`src/rtl/vedic_mult_seq_if.sv`:
```
`default_nettype none
// ============================================================================
// Module   : vedic_mult_seq_if
// Brief    : Operand/product valid-ready bundle for vedic_mult_seq.
// Revision : 1.0 - initial release
// ============================================================================
interface vedic_mult_seq_if #(
    parameter int WIDTH = 8
);
    logic                 in_valid;
    logic                 in_ready;
    logic [WIDTH-1:0]     a;
    logic [WIDTH-1:0]     b;
    logic                 out_valid;
    logic                 out_ready;
    logic [2*WIDTH-1:0]   product;
    logic                 busy;

    modport master (
        output in_valid, a, b, out_ready,
        input  in_ready, out_valid, product, busy
    );

    modport slave (
        input  in_valid, a, b, out_ready,
        output in_ready, out_valid, product, busy
    );
endinterface
`default_nettype wire

```
`src/rtl/vedic_mult_seq.sv`:
```
`default_nettype none
// ============================================================================
// Module   : vedic_mult_seq
// Brief    : Digit-serial WIDTHxWIDTH multiplier around one 4x4 Urdhva core;
//            define VEDIC_SIGNED_EN for two's-complement operands.
// Revision : 1.0 - initial release
// ============================================================================
module vedic_mult_seq #(
    parameter int WIDTH = 8
) (
    input  logic             clk,
    input  logic             rst_n,
    vedic_mult_seq_if.slave  bus
);
    localparam int D  = WIDTH / 4;
    localparam int CW = (D > 1) ? $clog2(D) : 1;
    localparam int PW = 2 * WIDTH;

    typedef enum logic [1:0] {
        S_IDLE = 2'd0,
        S_BUSY = 2'd1,
        S_DONE = 2'd2
    } state_t;

    state_t            state_q, state_d;
    logic [WIDTH-1:0]  a_q, a_d, b_q, b_d;
    logic [PW-1:0]     acc_q, acc_d;
    logic [CW-1:0]     i_q, i_d, j_q, j_d;
    logic              in_ready_q, in_ready_d;
    logic              out_valid_q, out_valid_d;
    logic              busy_q, busy_d;
`ifdef VEDIC_SIGNED_EN
    logic              sign_q, sign_d;
`endif

    logic [3:0]        dig_a, dig_b;
    logic [2:0]        col [7];
    logic [7:0]        pp;
    logic [CW+2:0]     shamt;
    logic [PW-1:0]     pp_ext, sum;

    // Urdhva-Tiryagbhyam: vertical/crosswise bit products summed per column.
    always_comb begin
        dig_a = a_q[{i_q, 2'b00} +: 4];
        dig_b = b_q[{j_q, 2'b00} +: 4];
        for (int k = 0; k < 7; k++) col[k] = '0;
        for (int m = 0; m < 4; m++)
            for (int n = 0; n < 4; n++)
                col[m+n] = col[m+n] + {2'b00, dig_a[m] & dig_b[n]};
        pp = '0;
        for (int k = 0; k < 7; k++)
            pp = pp + ({5'b00000, col[k]} << k);
        shamt  = ({3'b000, i_q} + {3'b000, j_q}) << 2;
        pp_ext = PW'(pp) << shamt;
        sum    = acc_q + pp_ext;
    end

    always_comb begin
        state_d = state_q;
        a_d     = a_q;
        b_d     = b_q;
        acc_d   = acc_q;
        i_d     = i_q;
        j_d     = j_q;
`ifdef VEDIC_SIGNED_EN
        sign_d  = sign_q;
`endif
        case (state_q)
            S_IDLE: begin
                if (bus.in_valid) begin
                    state_d = S_BUSY;
                    acc_d   = '0;
                    i_d     = '0;
                    j_d     = '0;
`ifdef VEDIC_SIGNED_EN
                    // -(-2^(WIDTH-1)) wraps to itself, which is the right unsigned magnitude.
                    a_d    = bus.a[WIDTH-1] ? -bus.a : bus.a;
                    b_d    = bus.b[WIDTH-1] ? -bus.b : bus.b;
                    sign_d = bus.a[WIDTH-1] ^ bus.b[WIDTH-1];
`else
                    a_d = bus.a;
                    b_d = bus.b;
`endif
                end
            end
            S_BUSY: begin
                acc_d = sum;
                if (j_q == CW'(D - 1)) begin
                    j_d = '0;
                    if (i_q == CW'(D - 1)) begin
                        state_d = S_DONE;
`ifdef VEDIC_SIGNED_EN
                        acc_d = sign_q ? -sum : sum;
`endif
                    end else begin
                        i_d = i_q + CW'(1);
                    end
                end else begin
                    j_d = j_q + CW'(1);
                end
            end
            S_DONE: begin
                if (bus.out_ready) state_d = S_IDLE;
            end
            default: state_d = S_IDLE;
        endcase
        in_ready_d  = (state_d == S_IDLE);
        busy_d      = (state_d == S_BUSY);
        out_valid_d = (state_d == S_DONE);
    end

    always_ff @(posedge clk) begin
        if (!rst_n) begin
            state_q     <= S_IDLE;
            a_q         <= '0;
            b_q         <= '0;
            acc_q       <= '0;
            i_q         <= '0;
            j_q         <= '0;
            in_ready_q  <= 1'b1;
            out_valid_q <= 1'b0;
            busy_q      <= 1'b0;
`ifdef VEDIC_SIGNED_EN
            sign_q      <= 1'b0;
`endif
        end else begin
            state_q     <= state_d;
            a_q         <= a_d;
            b_q         <= b_d;
            acc_q       <= acc_d;
            i_q         <= i_d;
            j_q         <= j_d;
            in_ready_q  <= in_ready_d;
            out_valid_q <= out_valid_d;
            busy_q      <= busy_d;
`ifdef VEDIC_SIGNED_EN
            sign_q      <= sign_d;
`endif
        end
    end

    assign bus.in_ready  = in_ready_q;
    assign bus.out_valid = out_valid_q;
    assign bus.busy      = busy_q;
    assign bus.product   = acc_q;
endmodule
`default_nettype wire

```
`src/flat_wrapper.sv`:
```
// flat-port wrapper written by rule: the top's interface ports become plain ports
module vedic_mult_seq_flat 
#(
    parameter int WIDTH = 8
)
  (clk, rst_n, bus_in_valid, bus_a, bus_b, bus_out_ready, bus_in_ready, bus_out_valid, bus_product, bus_busy);
  vedic_mult_seq_if #(.WIDTH(WIDTH)) bus_i ();
  input  logic clk;
  input  logic rst_n;
  input wire logic [$bits(bus_i.in_valid)-1:0] bus_in_valid;
  input wire logic [$bits(bus_i.a)-1:0] bus_a;
  input wire logic [$bits(bus_i.b)-1:0] bus_b;
  input wire logic [$bits(bus_i.out_ready)-1:0] bus_out_ready;
  output wire logic [$bits(bus_i.in_ready)-1:0] bus_in_ready;
  output wire logic [$bits(bus_i.out_valid)-1:0] bus_out_valid;
  output wire logic [$bits(bus_i.product)-1:0] bus_product;
  output wire logic [$bits(bus_i.busy)-1:0] bus_busy;
  assign bus_i.in_valid = bus_in_valid;
  assign bus_i.a = bus_a;
  assign bus_i.b = bus_b;
  assign bus_i.out_ready = bus_out_ready;
  assign bus_in_ready = bus_i.in_ready;
  assign bus_out_valid = bus_i.out_valid;
  assign bus_product = bus_i.product;
  assign bus_busy = bus_i.busy;
  vedic_mult_seq #(.WIDTH(WIDTH)) u_core (.clk(clk), .rst_n(rst_n), .bus(bus_i));
endmodule
```
`config.mk`:
```
export PLATFORM = sky130hd
export DESIGN_NAME = vedic_mult_seq_flat
export DESIGN_NICKNAME = d
export VERILOG_FILES = /design/src/rtl/vedic_mult_seq_if.sv /design/src/rtl/vedic_mult_seq.sv /design/src/flat_wrapper.sv
export SDC_FILE = /design/constraint.sdc
export NUM_CORES = 1
export LEC_CHECK = 0
export BUFFER_PORTS_ARGS = -buffer_cell sky130_fd_sc_hd__buf_2
export CAP_MARGIN = 30
export CORE_MARGIN = 4
export CORE_UTILIZATION = 45
export CTS_CLUSTER_DIAMETER = 100
export DETAILED_ROUTE_END_ITERATION = 8
export PLACE_DENSITY_LB_ADDON = 0.12
export SYNTH_ARGS = -nofsm -noshare
export SYNTH_HDL_FRONTEND = slang
export SYNTH_SLANG_ARGS = --single-unit
```
`constraint.sdc`:
```
create_clock -name clk -period 8.9 [get_ports clk]
set_clock_uncertainty 0.2 [all_clocks]
set_input_delay 1.335 -clock clk [delete_from_list [all_inputs] [get_ports clk]]
set_output_delay 1.335 -clock clk [all_outputs]
set_load 0.02 [all_outputs]
```
* After elaboration in Yosys (flattened, before gate mapping)
Index checks and enable logic that the tools add are counted.
** Storage, ports and cells
- Output and inout port bits :: 19
- Logic and storage cells :: 72
- Register bits after elaboration :: 39
** Cells by class
- Equality and inequality tests :: 6
- Reduce and logical (&&, ||, !) cells :: 6
- Muxes and demuxes :: 13
- Shifts and indexed selects :: 3
- Bitwise logic cells :: 16
- $add $sub $neg :: 19
** Operators by type and width (number)
- one-hot mux 16 bit (2 select lines) :: 1
- adder 16 bit :: 1
- adder 8 x 7 -> 8 bit :: 2
- AND 1 bit :: 16
- 2-to-1 mux 16 bit :: 1
- variable part select 8 x 4 -> 4 bit :: 2
- left shift 8 x 4 -> 16 bit :: 1
- adder 1 x 1 -> 2 bit :: 6
- adder 3 x 1 -> 3 bit :: 4
- adder 8 x 5 -> 8 bit :: 1
- adder 8 x 6 -> 8 bit :: 1
- adder 8 bit :: 1
- 2-to-1 mux 2 bit :: 4
- one-hot mux 2 bit (3 select lines) :: 1
- adder 1 x 4 -> 5 bit :: 1
- equality test 2 x 1 -> 1 bit (second input constant) :: 2
- equality test 2 bit (second input constant) :: 2
- zero test 2 bit :: 2
- 2-to-1 mux 1 bit :: 4
- one-hot mux 1 bit (2 select lines) :: 2
- AND reduction 2 bit :: 2
- AND reduction 3 bit :: 1
- adder 1 bit (second input constant) :: 2
- inequality test 2 x 1 -> 1 bit (second input constant) :: 1
- 2 further kinds :: 2

* Depth between registers and ports, before layout
Gate-level depths: netlist of run 1.
- Depth after elaboration :: 12
- Mapped depth :: 24
- Depth with buffers taken out :: 23

* Worst setup path before layout of run 1
OpenSTA, ideal clock, no wires.
- Path kind :: register to register
- From :: register u_core.j_q
- To :: register u_core.acc_q[15] (netlist: u_core.bus.product[15])
- Cell stages (with the launch flop) :: 24
- Path buffers :: 1
- Arrival :: 4.911 ns
- Slack :: 3.670 ns
- Setup time :: 0.120 ns
- Cells stage by stage :: dfxtp_1 > clkbuf_1 > mux2i_1 > nor2_1 > ha_1 > inv_1 > fa_1 > inv_1 > ha_1 > inv_1 > fa_1 > inv_1 > ha_1 > a21oi_1 > xnor2_1 > mux2i_1 > nor2_1 > ha_1 > or2_4 > a2111oi_4 > nor3_2 > or3_1 > and3_1 > a211o_1
** Between the ends
- Cells in the longest elaborated chain, start to end :: 12
** Ends and longest elaborated chain
- start, declared :: line vedic_mult_seq.sv:28 : logic [CW-1:0] i_q, i_d, j_q, j_d;
- start signal, assigned :: line vedic_mult_seq.sv:132 : j_q <= j_d;
- variable part select 8 x 4 -> 4 bit :: line vedic_mult_seq.sv:45 : dig_b = b_q[{j_q, 2'b00} +: 4];
- AND 1 bit :: line vedic_mult_seq.sv:49 : col[m+n] = col[m+n] + {2'b00, dig_a[m] & dig_b[n]};
- adder 1 x 1 -> 2 bit :: line vedic_mult_seq.sv:49
- adder 1 x 4 -> 5 bit / adder 3 x 1 -> 3 bit (equally long branches) :: line vedic_mult_seq.sv:52, vedic_mult_seq.sv:49
- adder 8 x 5 -> 8 bit / adder 3 x 1 -> 3 bit (equally long branches) :: line vedic_mult_seq.sv:52, vedic_mult_seq.sv:49
- adder 8 x 6 -> 8 bit :: line vedic_mult_seq.sv:52 : pp = pp + ({5'b00000, col[k]} << k);
- adder 8 x 7 -> 8 bit :: line vedic_mult_seq.sv:52
- adder 8 bit :: line vedic_mult_seq.sv:52
- adder 8 x 7 -> 8 bit :: line vedic_mult_seq.sv:52
- left shift 8 x 4 -> 16 bit (*) :: line vedic_mult_seq.sv:54 : pp_ext = PW'(pp) << shamt;
- adder 16 bit (*) :: line vedic_mult_seq.sv:55 : sum = acc_q + pp_ext;
- one-hot mux 16 bit (2 select lines) (*) :: line vedic_mult_seq.sv:68 : case (state_q)
- end signal, assigned :: line vedic_mult_seq.sv:117 : acc_q <= '0;
- end signal, assigned :: line vedic_mult_seq.sv:130 : acc_q <= acc_d;
- end, declared :: line vedic_mult_seq.sv:27 : logic [PW-1:0] acc_q, acc_d;
Every way passes the cells marked *; elsewhere a longest branch is shown, timed or not.
A chain may end at the register's enable or synchronous reset.

* Worst setup path after layout of run 1
Same ends and word-level chain as after synthesis.

==> impl_metrics.csv, run 1 <==
group,metric,value,unit
clocking,cts.reportedPaths.clkPinSlew,0.08,ns
routing,via_per_inst,5.39,
global_route,grt_max_degree,31,
routing,post-route-drc-count,0,
clocking,cts_hold_buf,0,
synthesis,synthFlopType,"dfxtp_1",
power_and_ir_drop,comb_power_share,0.115,
clocking,cts_resized,0,
clocking,clk_latency,0.30,ns
clocking,cts_buffer_depth,2,
synthesis,synth_most_common_cell,"nand2_1",
floorplanning,start_util,0.462,
global_route,grt_pass1_vias,2416,
floorplanning,die_y,85.7,microns
routing,drt_pass1_iterations,4,
floorplanning,dieWidth,85.7,microns
power_and_ir_drop,seqPwrFrac,0.486,
status,status,"completed",
power_and_ir_drop,intPower,0.000280,W
synthesis,netlist_instances,333,
clocking,cts_htree_levels,2,
job,max_cap_violations,0,
routing,antenna_left,0,
synthesis,synth_edf_count,0,
power_and_ir_drop,vdd_drop_max,0.0672,mV
setup_path,crit_path_max_incr_delay,0.60,ns
sta,timing.final.max_slew_violations,0,
floorplanning,dieArea,7350,sq um
sta,worst_pin_slew,0.937,ns
setup_path,cp_slowest_cell,"dfxtp_1",
sta,rsz0062_at_grt,"no",
setup_path,cp-end-kind,"flip-flop",
setup_path,cpLargestDelayFamily,"adder cells",
setup_path,worstSetupPathType,"reg -> reg",
clocking,cts_tree,"yes",
synthesis,ys.warnings.count,0,
routing,wirelength,6.40,mm
synthesis,synth_common_cells,"nand2_1, nor2_1, dfxtp_1, a21oi_1, ha_1",
routing,wl_per_cell,14.5,microns
synthesis,async_flop_share,0,
setup_path,crit_arrival,5.62,ns
synthesis,yosys.area.top_type,"dfxtp_1",
setup_path,critPathBufInv,3,
sta,hold_viol_final,0,
sta,slew_headroom,0.374,
setup_path,crit_chain,"mux2i_1 > nor2_1 > ha_1 > inv_1 > fa_1 > inv_1 > ha_1 > ha_1 > fa_1 > a21oi_1 > inv_1 > a21oi_1 > xnor2_1 > a22o_1 > ha_1 > a21oi_1 > o21ai_0 > a21o_1 > or3_1 > and3_1 > a211o_1",
floorplanning,coreArea,5890,sq um
synthesis,syn_area,2720,sq um
power_and_ir_drop,clock_power_share,0.399,
power_and_ir_drop,p_leak,1.47,nW
cells_and_area,diodes,0,
sta,fmax,178,MHz
sta,finalSetupTns,0,ns
synthesis,synthDistinctLibCells,46,
cells_and_area,synthToLayoutAreaGrowth,12.5,%
floorplanning,rows,28,
setup_path,crit_fanout,10,
global_route,antenna_found_initial,0,
cells_and_area,fin_nets,418,
power_and_ir_drop,p_sw_frac,0.265,
global_route,grt_pass1_wl,11.1,mm
clocking,post_cts_buffers,0,
placed_design,routabilityCongestion,0.867,
floorplanning,ios,39,
clocking,cts_sinks,39,
cells_and_area,design_area,3060,sq um
synthesis,yosysSeqAreaShare,0.287,
placed_design,dpl_cell_area,2950,sq um
placed_design,dp_hpwl,5.03,mm
power_and_ir_drop,power_density,125,nW/um^2
synthesis,ys_seq_elements,39,
sta,fin_crit_sh,0.632,
global_route,grt_overflow,0,
clocking,cts_buffers,5,
setup_path,startpoint_type,"flip-flop",
synthesis,synthTopCellsByArea,"dfxtp_1, ha_1, nand2_1",
power_and_ir_drop,p_sw,0.000101,W
routing,vias,2373,
sta,finalCriticalPeriod,5.63,ns
routing,first_iter_violations,105,
setup_path,worst_ep_required_time,8.89,ns
worst_hold_path,hp-class,"reg -> reg",
synthesis,synth_area_per_cell,8.16,sq um
synthesis,synth_top_area_frac,0.287,
global_route,track_usage,0.187,
setup_path,path_common_cell,"ha_1",
sta,setup_viol,0,
cells_and_area,drive_gt1_frac,0.148,
placed_design,port-buffer-count,38,
clocking,cts.root.buffer_cell,"clkbuf_8",
synthesis,synth.net_count,387,
-- path summary, 6_finish.rpt --
kind,from,to,slack [ns],depth (start not counted)
worst min register to register,u_core.b_q[0]$_SDFFE_PN0P_,u_core.b_q[0]$_SDFFE_PN0P_,0.26,2
worst max-delay path,u_core.j_q$_SDFFE_PN0P_,u_core.bus.product[15]$_SDFFE_PN0P_,3.27,21
worst max register to register,u_core.j_q$_SDFFE_PN0P_,u_core.bus.product[15]$_SDFFE_PN0P_,3.27,21
worst min-delay path,u_core.b_q[0]$_SDFFE_PN0P_,u_core.b_q[0]$_SDFFE_PN0P_,0.26,2
-- power groups by stage --
| stage | sequential (W) | clock [W] | combinational (W) |
|---|---|---|---|
| 6_report | 0.000185 | 0.000152 | 0.0000439 |
| 5_1_grt | 0.000186 | 0.000164 | 0.0000497 |
| 4_1_cts | 0.000185 | 0.000157 | 0.0000443 |
| 3_5_place_dp | 0.000189 | 0 | 0.0000441 |
| 3_3_place_gp | 0.000189 | 0 | 0.0000438 |
| 2_1_floorplan | 0.000188 | 0 | 0.0000317 |
-- routing by layer --
layer | vias to the layer above | global-route usage | part of all wire
met5 | - | 0 | 0
met4 | 0 | 0.0590 | 0.014
met3 | 10 | 0.0307 | 0.043
met2 | 48 | 0.332 | 0.50
met1 | 1084 | 0.229 | 0.45
li1 | 1231 | - | -
-- cells in the final DEF, fill, tap and decap left out, types with 2 or more instances in the layout --
cell      count
a22oi_1       8
o21ai_0       8
a211o_2       2
o21bai_1      2
and3_1        2
a22o_1        4
buf_2        38
nand4_1       2
or2_2         2
a21o_1        8
nand3_1       4
a21oi_1      32
xor2_1        4
nor2b_1       4
o211ai_1      2
mux2i_1      13
nor3b_1       2
nor2_1       41
nand2_1      47
a211o_1       2
ha_1         28
inv_1        13
clkbuf_8      5
and2_1        6
a31oi_1       3
fa_1          6
a311oi_1      2
xnor2_1       9
dfxtp_1      39
and4_1        2
or3_1         3
o21ai_1       6
-- stage by stage --
step                      setup WS [ns]  hold slack [ns]   util  power, W  instances
after floorplan                    3.67            0.236      -  0.000220        333
after global placement             3.43            0.245  0.500  0.000233        432
after detailed placement           3.33            0.253  0.500  0.000233        432
after CTS                          3.31            0.265  0.520  0.000386        440
after global routing               2.86            0.286  0.520  0.000399        440
final                              3.27            0.262  0.520  0.000381        440
-- final cells by class --
| type | instances | area, sq um |
|---|---|---|
| flip-flops and latches | 39 | 781 |
| inverters | 13 | 48.8 |
| well taps | 75 | 93.8 |
| clock buffers | 5 | 68.8 |
| repair buffers | 38 | 190 |
| multi-input cells | 267 | 1830 |
| fillers | 578 | 2830 |
| clock inverters | 3 | 43.8 |
-- tightest hold or removal path, stage by stage (launching register included) --
cell and delay [ns]:
dfxtp_1 0.32, nand2_1 0.05, a21oi_1 0.05
-- cell families (layout without fill, tap and decap cells) --
family | after synthesis | count (layout) | share of synthesized area
fa+ha+maj | 34 | 34 | 0.173
simple gates | 120 | 120 | 0.200
flops | 39 | 39 | 0.287
mux | 13 | 13 | 0.0479
xor+xnor | 13 | 13 | 0.0419
buf+inv | 27 | 59 | 0.0387
compound gates | 87 | 87 | 0.211
-- state kept, by name (all words and copies together), names as in the netlist --
signal,cells
u_core.i_q,1
u_core.a_q,8
u_core.state_q,2
u_core.bus.product,16
u_core.bus.in_ready,1
u_core.bus.busy,1
u_core.bus.out_valid,1
u_core.j_q,1
u_core.b_q,8
(Power assumes the default switching activity.)
==> run 2, diff against run 1 <==
- ABC_AREA: unset -> 1
- clock period: 8.9 -> 5.7 ns (I/O delays scaled with it)
==> run 2 against run 1 <==
Via count rose by 13%. Worst setup slack worse by 2.8 ns. Total power grew 63%. Final cell count grew 17%. Utilization increased by 0.41 points. Clock power grew 33%. Global-route usage rose by 0.71 points. Final area grew 3.2%. Critical path depth is 5 higher. First-iteration DRC count up 9.5%. Worst hold slack gained 0.028 ns.
==> impl_metrics.csv, run 2 <==
group,metric,value,unit
routing,wirelength,6.74,mm
synthesis,async_flop_share,0,
synthesis,synthFlopType,"dfxtp_1",
global_route,grt_overflow,0,
clocking,clk_latency,0.30,ns
sta,slew_headroom,0.467,
synthesis,synth.net_count,458,
cells_and_area,largest_reg_flops,16,
clocking,cts.reportedPaths.clkPinSlew,0.09,ns
sta,hold_viol_final,0,
routing,post-route-drc-count,0,
power_and_ir_drop,vdd_drop_max,0.125,mV
floorplanning,dieWidth,87.4,microns
setup_path,crit_fanout,8,
synthesis,synth_area_per_cell,7.03,sq um
synthesis,synth_edf_count,0,
floorplanning,coreArea,6030,sq um
routing,via_per_inst,5.22,
setup_path,crit_path_max_incr_delay,0.54,ns
synthesis,synth_top_area_frac,0.275,
synthesis,netlist_instances,404,
synthesis,synth_common_cells,"nor2_1, nand2_1, dfxtp_1, a21oi_1, o21ai_0",
synthesis,synthDistinctLibCells,31,
job,max_cap_violations,0,
clocking,cts_htree_levels,2,
synthesis,syn_area,2840,sq um
clocking,cts_buffers,5,
routing,wl_per_cell,13.1,microns
routing,first_iter_violations,115,
cells_and_area,final_common_cell,"nor2_1",
setup_path,worstSetupPathType,"reg -> reg",
clocking,post_cts_buffers,0,
power_and_ir_drop,power_density,197,nW/um^2
sta,rsz0062_at_grt,"no",
global_route,grt_pass1_wl,11.9,mm
worst_hold_path,hp-class,"reg -> reg",
clocking,cts_resized,0,
global_route,antenna_found_initial,0,
sta,setup_viol,0,
floorplanning,dieArea,7640,sq um
setup_path,cp-end-kind,"flip-flop",
routing,drt_pass1_iterations,4,
setup_path,worst_ep_required_time,5.73,ns
routing,antenna_left,0,
synthesis,yosys.area.top_type,"dfxtp_1",
global_route,grt_max_degree,23,
power_and_ir_drop,p_leak,1.56,nW
clocking,cts_sinks,39,
cells_and_area,multi_input_area,1880,sq um
clocking,cts_hold_buf,0,
synthesis,ys_seq_elements,39,
setup_path,startpoint,"u_core.i_q$_SDFFE_PN0P_",
global_route,track_usage,0.194,
cells_and_area,diodes,0,
floorplanning,ios,39,
global_route,grt_pass1_vias,2478,
floorplanning,rows,28,
clocking,cts.root.buffer_cell,"clkbuf_8",
cells_and_area,drive_gt1_frac,0.164,
sta,finalCriticalPeriod,5.19,ns
setup_path,crit_arrival,5.22,ns
setup_path,path_common_cell,"nand2_1",
worst_hold_path,worstHoldStart,"u_core.bus.product[2]$_SDFFE_PN0P_",
floorplanning,start_util,0.471,
setup_path,cpLargestDelayFamily,"adder cells",
synthesis,yosysSeqAreaShare,0.275,
cells_and_area,regArea,781,sq um
synthesis,synthTopCellsByArea,"dfxtp_1, ha_1, nor2_1",
setup_path,cp_slowest_cell,"dfxtp_1",
setup_path,r2r_start,"u_core.i_q$_SDFFE_PN0P_",
cells_and_area,synthToLayoutAreaGrowth,11.2,%
setup_path,startpoint_type,"flip-flop",
placed_design,routabilityCongestion,0.888,
sta,worst_pin_slew,0.798,ns
cells_and_area,nFillCells,614,
sta,timing.final.max_slew_violations,0,
floorplanning,die_y,87.4,microns
placed_design,port-buffer-count,38,
cells_and_area,fin_nets,491,
status,status,"completed",
sta,fin_crit_sh,0.910,
placed_design,dp_hpwl,5.30,mm
clocking,cts_buffer_depth,2,
cells_and_area,layout_common_cells,"nor2_1, nand2_1, dfxtp_1, buf_2, a21oi_1",
sta,finalSetupTns,0,ns
clocking,cts_tree,"yes",
setup_path,critPathBufInv,4,
sta,fmax,193,MHz
cells_and_area,post-route-util,0.524,
synthesis,ys.warnings.count,0,
routing,vias,2676,
synthesis,synth_most_common_cell,"nor2_1",
[run 2: final timing paths]
check | to | slack (ns) | cells past startpoint
max | u_core.bus.product[13]$_SDFFE_PN0P_ | 0.51 | 26
min | u_core.bus.product[2]$_SDFFE_PN0P_ | 0.29 | 2
max reg2reg | u_core.bus.product[13]$_SDFFE_PN0P_ | 0.51 | 26
min reg2reg | u_core.bus.product[2]$_SDFFE_PN0P_ | 0.29 | 2
[run 2: metrics by stage]
step	cell area (sq um)	hold WS [ns]	setup slack, ns	instances	power, W
after CTS	3160	0.291	0.561	513	0.000626
after detailed placement	3060	0.273	0.563	505	0.000426
after floorplan	2840	0.254	1.13	404	0.000393
after global placement	3060	0.262	0.587	505	0.000425
after global routing	3160	0.308	0.0541	513	0.000659
final	3160	0.290	0.512	513	0.000621
[run 2: cell families (layout without fill, tap and decap cells)]
kind of cell / count (synthesis) / after routing / share of synthesized area
xor+xnor: 2 / 2 / 0.00617
fa+ha+maj: 34 / 34 / 0.166
simple gates: 196 / 196 / 0.298
flops: 39 / 39 / 0.275
mux: 10 / 10 / 0.0353
buf+inv: 43 / 77 / 0.0621
compound gates: 80 / 80 / 0.158
[run 2: area by class of cell]
type,instances,area share
inverters,31,0.0369
clock buffers,5,0.0218
multi-input cells,322,0.596
flip-flops and latches,39,0.247
well taps,75,0.0297
repair buffers,38,0.0603
clock inverters,3,0.00753
[run 2: report_power, final]
group / switching [W] / internal [W]
combinational: 0.0000803 / 0.0000422
sequential: 0.00000972 / 0.000287
clock: 0.000115 / 0.0000876
[run 2: routing by layer]
metal | share of wire | up-vias | global-route usage
li1 | - | 1407 | -
met1 | 0.51 | 1216 | 0.293
met2 | 0.44 | 48 | 0.287
met3 | 0.043 | 5 | 0.0303
met4 | 0.0094 | 0 | 0.0418
met5 | 0 | - | 0
[run 2: worst min-delay path, stage by stage (launching register included)]
cell and delay, ns:
dfxtp_1 0.33, nand2_1 0.06, a21oi_1 0.05
==> run 3, diff against run 2 <==
- GPL_TIMING_DRIVEN: unset -> 0
==> run 3 against run 2 <==
Sequential share of layout area is 0.64 points lower. Utilization rose by 1.4 points. Final area rose by 2.7%. Routed wire length is 4.6% higher. Global-route usage rose by 0.19 points. Critical path depth is the same. Clock power up 23%. Non-clock buffer count rose by 12. Via count is 0.34% higher. Register-to-register slack better by 0.02 ns. Combinational power rose by 9%. Final cell count rose by 2.3%. Critical path type unchanged. Critical endpoint is now u_core.bus.product[11]$_SDFFE_PN0P_.
==> impl_metrics.csv, run 3 (synthesized netlist as in run 2, its figures left out) <==
group,metric,value,unit
floorplanning,rows,28,
clocking,cts_sinks,39,
sta,finalSetupTns,0,ns
power_and_ir_drop,p_leak,1.61,nW
routing,post-route-drc-count,0,
setup_path,r2r_setup_slack,0.53,ns
cells_and_area,layout_common_cells,"nor2_1, nand2_1, buf_2, dfxtp_1, a21oi_1",
floorplanning,start_util,0.471,
job,max_cap_violations,0,
clocking,cts_buffer_depth,2,
clocking,cts_htree_levels,2,
sta,finalCriticalPeriod,5.17,ns
setup_path,startpoint_type,"flip-flop",
worst_hold_path,worstHoldStart,"u_core.bus.product[3]$_SDFFE_PN0P_",
cells_and_area,fin_nets,503,
setup_path,r2r_end,"u_core.bus.product[11]$_SDFFE_PN0P_",
setup_path,cp-end-kind,"flip-flop",
routing,via_per_inst,5.11,
clocking,cts.reportedPaths.clkPinSlew,0.09,ns
worst_hold_path,hold_path_depth,2,
clocking,cts_tree,"yes",
clocking,post_cts_buffers,0,
global_route,grt_max_degree,15,
sta,fmax,194,MHz
routing,first_iter_violations,203,
cells_and_area,drive_gt1_frac,0.173,
cells_and_area,diodes,0,
floorplanning,dieWidth,87.4,microns
placed_design,port-buffer-count,38,
setup_path,crit_fanout,7,
clocking,cts_hold_buf,0,
cells_and_area,nFillCells,618,
floorplanning,coreArea,6030,sq um
clocking,cts_buffers,5,
sta,fin_crit_sh,0.906,
cells_and_area,synthToLayoutAreaGrowth,14.1,%
setup_path,crit_arrival,5.14,ns
floorplanning,dieArea,7640,sq um
clocking,cts_resized,0,
global_route,grt_pass1_vias,2515,
placed_design,dp_hpwl,5.51,mm
setup_path,r2r_start,"u_core.i_q$_SDFFE_PN0P_",
sta,hold_ws,0.290,ns
cells_and_area,regArea,781,sq um
clocking,cts.root.buffer_cell,"clkbuf_8",
sta,timing.final.max_slew_violations,0,
routing,antenna_left,0,
setup_path,reg2regPathDepth,26,
status,status,"completed",
setup_path,worst_ep_required_time,5.67,ns
routing,wl_per_cell,13.4,microns
floorplanning,die_y,87.4,microns
cells_and_area,largest_reg_flops,16,
power_and_ir_drop,power,0.000675,W
routing,wirelength,7.04,mm
cells_and_area,final_common_cell,"nor2_1",
setup_path,worstSetupPathType,"reg -> reg",
placed_design,place_ws,0.535,ns
global_route,track_usage,0.196,
sta,slew_headroom,0.574,
cells_and_area,multi_input_area,1880,sq um
power_and_ir_drop,power_density,208,nW/um^2
sta,worst_slack,0.533,ns
global_route,grt_pass1_wl,11.8,mm
sta,setup_viol,0,
worst_hold_path,min_to,"u_core.bus.product[3]$_SDFFE_PN0P_",
routing,drt_pass1_iterations,4,
floorplanning,ios,39,
sta,rsz0062_at_grt,"no",
sta,hold_viol_final,0,
global_route,grt_overflow,0,
clocking,clk_latency,0.30,ns
routing,vias,2685,
worst_hold_path,hp-class,"reg -> reg",
global_route,antenna_found_initial,0,
placed_design,routabilityCongestion,0.828,
sta,worst_pin_slew,0.639,ns
power_and_ir_drop,vdd_drop_max,0.143,mV
run 3: cell types whose count changed in the layout (fill, tap and decap cells not counted):
cell / change
clkinv_4: +1
clkbuf_1: +6
bufinv_16: +1
clkinvlp_4: -2
buf_4: +3
buf_2: +3
run 3: cell type report:
cell class                 instances  area share
multi-input combinational        322       0.581
clock buffer                       5      0.0212
clock inverter                     3      0.0147
buffer                            12      0.0185
inverter                          31      0.0359
sequential                        39       0.241
tap                               75      0.0290
timing repair buffer              38      0.0587
run 3: worst max path at each step:
stage	slack, ns	depth (start not counted)	to	start
CTS	0.52	26	u_core.bus.product[11]$_SDFFE_PN0P_	u_core.i_q$_SDFFE_PN0P_
global placement	0.57	26	u_core.bus.product[11]$_SDFFE_PN0P_	u_core.i_q$_SDFFE_PN0P_
floorplan	1.13	26	u_core.bus.product[11]$_SDFFE_PN0P_	u_core.j_q$_SDFFE_PN0P_
global route	0.12	27	u_core.bus.product[15]$_SDFFE_PN0P_	u_core.i_q$_SDFFE_PN0P_
finish	0.53	26	u_core.bus.product[11]$_SDFFE_PN0P_	u_core.i_q$_SDFFE_PN0P_
detailed placement	0.54	26	u_core.bus.product[11]$_SDFFE_PN0P_	u_core.i_q$_SDFFE_PN0P_
run 3: stage by stage:
stage                     cell area, sq um  cells  utilization
final                                 3240    525        0.538
after global routing                  3240    525        0.538
after CTS                             3240    525        0.538
after detailed placement              3120    517        0.518
after global placement                3120    517        0.518
after floorplan                       2840    404            -
run 3: routing by layer:
| layer | global-route usage | wire length, microns |
|---|---|---|
| met5 | 0 | 0 |
| met4 | 0.0335 | 50 |
| met3 | 0.0369 | 314 |
| met2 | 0.297 | 3050 |
| met1 | 0.290 | 3630 |
run 3: worst max-delay path, cell delays in order (launching register included):
cell	delay, ns
dfxtp_1	0.34
buf_2	0.21
mux2i_1	0.46
nor2_1	0.09
ha_1	0.29
inv_1	0.05
fa_1	0.39
inv_1	0.06
ha_1	0.12
inv_1	0.04
fa_1	0.47
inv_1	0.04
ha_1	0.35
a21oi_1	0.14
nand2_1	0.07
xor2_1	0.23
mux2i_1	0.14
nor2_1	0.15
ha_1	0.30
nand2_1	0.15
inv_1	0.06
a21oi_2	0.14
nand2_2	0.11
a21oi_2	0.19
a21oi_2	0.07
o21ai_1	0.09
a21oi_2	0.07
run 3: power by group:
group / leakage, nW / switching [W] / internal, W
Combinational: 1.24 / 0.0000869 / 0.0000457
Clock: 0.0587 / 0.000115 / 0.000133
Sequential: 0.319 / 0.00000757 / 0.000287
Total: 1.61 / 0.000209 / 0.000465
